--- src/rtl/counter_pkg.sv ---
// Shared types and defaults for the up/down counter lab block.
// Direction encoding matches the raw sel pin: 1 = up, 0 = down.
package counter_pkg;

  localparam int unsigned CNT_WIDTH_DEF = 4;
  localparam int unsigned CNT_RST_DEF   = 0;

  typedef enum logic {
    DIR_DOWN = 1'b0,
    DIR_UP   = 1'b1
  } dir_e;

endpackage

--- src/rtl/updown_counter_core.sv ---
// Modulo-2^WIDTH up/down counter, one step per clock. Latency is 1 cycle and q is fully registered.
// There is no backpressure. The counter advances on every edge where rst is low.
module updown_counter_core
  import counter_pkg::*;
#(
  parameter int unsigned       WIDTH   = CNT_WIDTH_DEF,
  parameter logic [WIDTH-1:0]  RST_VAL = WIDTH'(CNT_RST_DEF)
) (
  input  logic             clk,
  input  logic             rst,
  input  dir_e             dir,
  output logic [WIDTH-1:0] q
);

  logic [WIDTH-1:0] r_cnt;
  logic [WIDTH-1:0] w_cnt_nxt;

  // Carry and borrow fall off the top bit, which gives the wrap in both directions.
  always_comb begin
    w_cnt_nxt = r_cnt;
    if (dir == DIR_UP) begin
      w_cnt_nxt = r_cnt + WIDTH'(1);
    end else begin
      w_cnt_nxt = r_cnt - WIDTH'(1);
    end
  end

  always_ff @(posedge clk) begin
    if (rst) begin
      r_cnt <= RST_VAL;
    end else begin
      r_cnt <= w_cnt_nxt;
    end
  end

  assign q = r_cnt;

endmodule

--- src/rtl/synth_wrapper.sv ---
// Synthesis top for the counter lab block. out is the core register directly, with 1-cycle latency from sel.
// There is no backpressure. Note that rst_n is active-high despite its name.
module synth_wrapper
  import counter_pkg::*;
#(
  parameter int unsigned       WIDTH   = CNT_WIDTH_DEF,
  parameter logic [WIDTH-1:0]  RST_VAL = WIDTH'(CNT_RST_DEF)
) (
  input  logic             clk,
  input  logic             rst_n,
  input  logic             sel,
  output logic [WIDTH-1:0] out
);

  dir_e             w_dir;
  logic [WIDTH-1:0] w_q;

  assign w_dir = dir_e'(sel);

  updown_counter_core #(
    .WIDTH   (WIDTH),
    .RST_VAL (RST_VAL)
  ) u_core (
    .clk (clk),
    .rst (rst_n),
    .dir (w_dir),
    .q   (w_q)
  );

  assign out = w_q;

endmodule

--- config.mk ---
export PLATFORM = sky130hd
export DESIGN_NAME = synth_wrapper
export DESIGN_NICKNAME = d
export VERILOG_FILES = /design/src/rtl/counter_pkg.sv /design/src/rtl/updown_counter_core.sv /design/src/rtl/synth_wrapper.sv
export SDC_FILE = /design/constraint.sdc
export NUM_CORES = 1
export LEC_CHECK = 0
export CAP_MARGIN = 20
export CORE_AREA = 2 2 39 41
export DETAILED_ROUTE_END_ITERATION = 7
export DIE_AREA = 0 0 41 43
export HOLD_SLACK_MARGIN = 0.06
export PLACE_DENSITY_LB_ADDON = 0.25
export SKIP_LAST_GASP = 1
export SLEW_MARGIN = 20
export SYNTH_ARGS = -nofsm -noshare
export SYNTH_HDL_FRONTEND = slang
export SYNTH_HIERARCHICAL = 1
export SYNTH_SLANG_ARGS = --single-unit
--- constraint.sdc ---
create_clock -name clk -period 1.06 [get_ports clk]
set_input_delay 0.212 -clock clk [delete_from_list [all_inputs] [get_ports clk]]
set_output_delay 0.212 -clock clk [all_outputs]
set_load 0.005 [all_outputs]
* Word-level counts from Yosys, hierarchy flattened
Index checks and enable logic that the tools add are counted.
** Storage, ports and cells
- Bits in registers :: 4
- Latch bits :: 0
- Memory bits (writable) :: 0
- Bits in read-only memories :: 0
- Output and inout port bits :: 4
- Memories kept :: 0
** Operators by class
- $add $sub $neg :: 2
- Multipliers :: 0
- Div/mod/pow operators :: 0
- Magnitude comparators :: 0
- Eq/ne operators :: 0
- Shifts and indexed selects :: 0
- Multiplexer cells :: 1
- Bitwise gates (word level) :: 0
- Reduce and logical (&&, ||, !) cells :: 0
** Operator list (number)
- $add A4 B1 Y4 const B :: 1
- $mux W4 :: 1
- $sub A4 B1 Y4 const B :: 1

* Longest topological paths before layout
- Depth after elaboration :: 2
- Mapped depth :: 5
- Depth with buffers taken out :: 5

* Worst setup path before layout
OpenSTA, ideal clock, no wires.
- Path kind :: register -> register
- Start :: reg u_core.r_cnt[2], in the netlist u_core/q[2]
- End :: reg u_core.r_cnt[3], in the netlist u_core/q[3]
- Data arrival time :: 0.967 ns
- Data required time :: 0.946 ns
- Slack :: -0.021 ns
- Stages on the path, launching flop included :: 5
- Buffers on the path :: 0
- Clock period less this slack :: 1.081 ns
- Cell sequence :: dfxtp_1 > ha_1 > a21oi_1 > a21o_1 > a21oi_2
** On the way
- Longest elaborated chain between the ends :: 2
- Elaborated cells on any way between the ends :: 3
- Classes of those cells :: add/sub (2); mux (1)
** RTL lines
- start: declaration :: line updown_counter_core.sv:15 : logic [WIDTH-1:0] r_cnt;
- start signal: assignment :: line updown_counter_core.sv:32 : r_cnt <= w_cnt_nxt;
- $sub A4 B1 Y4 or $add A4 B1 Y4 (tied branches) :: line updown_counter_core.sv:24, updown_counter_core.sv:22
- $mux W4 (*) :: line updown_counter_core.sv:21 : if (dir == DIR_UP) begin
Every way passes the cells marked *; elsewhere a longest branch is shown, timed or not.
A chain may end at the register's enable or synchronous reset.

* Worst setup path in the final report
- Start :: reg u_core.r_cnt[0], in the netlist u_core/q[0]
- End :: reg u_core.r_cnt[1], in the netlist u_core/q[1]
** On the way
- Longest elaborated chain between the ends :: 2
- Elaborated cells on any way between the ends :: 3
- Classes of those cells :: add/sub (2); mux (1)
** RTL lines
- $sub A4 B1 Y4 or $add A4 B1 Y4 (tied branches) :: line updown_counter_core.sv:24, updown_counter_core.sv:22
- $mux W4 (*) :: line updown_counter_core.sv:21
- via u_core.w_cnt_nxt[1] :: line updown_counter_core.sv:16 : logic [WIDTH-1:0] w_cnt_nxt;
Mark *: on every way through the listed nets, which the timed path passes. The rest lies on a longest branch.

==> impl_metrics.tcl <==
set metrics [dict create \
    final_util_pct 24.1 \
    setup_ws_ns 0.0298 \
    p_leak_nw 0.146 \
    grt_max_degree 5 \
    place_congestion 0.661 \
    cp.arrival_ns 1.19 \
    diodes 0 \
    vias 162 \
    clock_latency_ns 0.23 \
    syn_area_um2 191 \
    design.core.area_um2 1380 \
    hold_viol 0 \
    via_per_inst 3.52 \
    synth_fp_nets 24 \
    ant_nets 0 \
    endpoint_kind "flip-flop" \
    synth_xor_area_share_pct 9.15 \
    yosysWarnings 6 \
    grtUsageMet3_pct 3.14 \
    min_period_over_period_pct 97.2 \
    synth_cell_type_count 11 \
    critPathKind "flip-flop to flip-flop" \
    top_usage_layer "met4" \
    synthCells 18 \
    synth_top_family_by_area "adder cells" \
    max_slew.worst_pin.slew_ns 0.189 \
    maxSlewViolCount 0 \
    track_usage_pct 6.93 \
    design_area_um2 333 \
    cts.clk_slew.worst_paths_ns 0.04 \
    cts_tree "yes" \
    synth_mux_area_share_pct 0 \
    drtIter0Drc 1 \
    start_util_pct 13.8 \
    rsz0062_at_grt "yes" \
    synth_seq_cells 4 \
    startpoint_type "flip-flop" \
    synth-compound-area-share_pct 11.1 \
    wl_per_cell_um 8.26 \
    synthSimpleGateAreaFrac_pct 12.4 \
    io_pins 7 \
    yosys.area_share.adder_pct 23.5 \
    use_met2_pct 9.06 \
    cts_buffers 3 \
    layout-drive-gt1-share_pct 46.7 \
    dieArea_um2 1760 \
    hp-class "flip-flop to flip-flop" \
    power_mw 0.595 \
    timing.fmax_mhz 971 \
    die_w_um 41 \
    final.setup_skew_ns 0.000834 \
    synth_top_area_share_pct 41.8 \
    drc 0 \
    synth.avg_cell_area_um2 10.6 \
    clk_path_buf_depth 2 \
    htreeDepth 1 \
    clockRootBuffer "clkbuf_4" \
    grtUsageMet1_pct 6.13 \
    seq_area_frac_synth_pct 41.8 \
    yosys.area.top_type "dfxtp_1" \
    postCtsSetupBuffers 0 \
    antenna_found_initial 0 \
    rows 14 \
    dr.pass1.iters 2 \
    finalCriticalPeriod_ns 1.03 \
    cp_data_required_time_ns 1.22 \
    die_h_um 43 \
    nets 38 \
    power_density_nw_per_um2 1790 \
    drv_cap 0 \
    outcome "complete, no violations" \
    slew_headroom_pct 87.3 \
    grt-ovfl-total 0 \
    setup_viol 0 \
    largest_reg_flops 4 \
    io_buffers 6 \
    synth_area_leaders "dfxtp_1 42%, ha_1 13%, fa_1 10%, xnor2_1 9.2%, nand3_1 5.2%" \
    crit_path_max_fanout 3 \
    ir_worst_vdd_v 0.000512 \
    dp_slack_ns -0.548 \
    cts.sinks 4 \
    grt_pass1_vias 173 \
    routed_wl_um 380 \
    grt_pass1_wl_um 724 \
    hold_buffers 0 \
    area_growth_syn_to_layout_pct 73.9 \
    hold_slack_ns 0.537 \
    placed_cell_area_um2 298 \
]
## critical path, stage by stage, from the launching register on
cell,delay [ns]
dfxtp_2,0.33
fa_2,0.52
nor2b_1,0.11
## synthesized netlist by cell type (all sizes together)
| library cell | number |
|---|---|
| dfxtp | 4 |
| fa | 1 |
| nor2 | 2 |
| xnor2 | 2 |
| nor2b | 1 |
| a21o | 1 |
| a21oi | 2 |
| nand3 | 2 |
| inv | 1 |
| ha | 2 |
## path summary, 6_finish.rpt
| kind | startpoint | endpoint | slack [ns] | cells after the start |
|---|---|---|---|---|
| setup / recovery | u_core/q[0]$_SDFF_PP0_ | u_core/q[1]$_SDFF_PP0_ | 0.03 | 2 |
| hold / removal | u_core/q[0]$_SDFF_PP0_ | u_core/q[0]$_SDFF_PP0_ | 0.54 | 2 |
| setup reg to reg | u_core/q[0]$_SDFF_PP0_ | u_core/q[1]$_SDFF_PP0_ | 0.03 | 2 |
| hold reg to reg | u_core/q[0]$_SDFF_PP0_ | u_core/q[0]$_SDFF_PP0_ | 0.54 | 2 |
## kinds of logic (layout without fill, tap and decap cells)
kind of cell	Yosys count	in the layout
AND/OR/NAND/NOR	5	5
XOR/XNOR	2	2
adder cells (fa/ha/maj)	3	3
flip-flops	4	4
AO/OA/AOI/OAI	3	3
buffers and inverters	1	13
## through the flow
step,TNS [ns],cells
after floorplan,0,18
after global placement,-1.58,43
after detailed placement,-1.60,43
after CTS,-0.0121,46
after global routing,-0.0208,46
final,0,46
## cell usage in the layout (no fill, tap or decap), types with 2 or more instances in the layout
cell	n
dlygate4sd2_1	5
clkbuf_4	3
buf_4	3
dfxtp_2	3
nor2_1	2
xnor2_1	2
nand3_1	2
a21oi_2	2
## metal layers
metal	vias to the layer above	share of wire, %
met5	-	0
met4	0	0
met3	0	1.8
met2	1	58
met1	76	40
li1	85	-
## repair_timing
| item | CTS | global route |
|---|---|---|
| cloned | 0 | 0 |
| gates resized for setup | 10 | 1 |
| endpoints found under the setup margin | 7 | 3 |
| pin swaps | 1 | 1 |
## final cells by class
class                      count  area, um^2
tap                           16        20.0
fill                         147        1050
inverter                       1        3.75
multi-input combinational     13         126
clock buffer                   3        22.5
sequential                     4        83.8
timing repair buffer           9        76.3
## power by group
part           internal [mW]  switching, mW  leakage, nW
Sequential             0.185         0.0235       0.0341
Combinational          0.120         0.0775       0.0981
Clock                  0.127         0.0623       0.0138
Note: power is estimated with default switching activity, not from simulation.
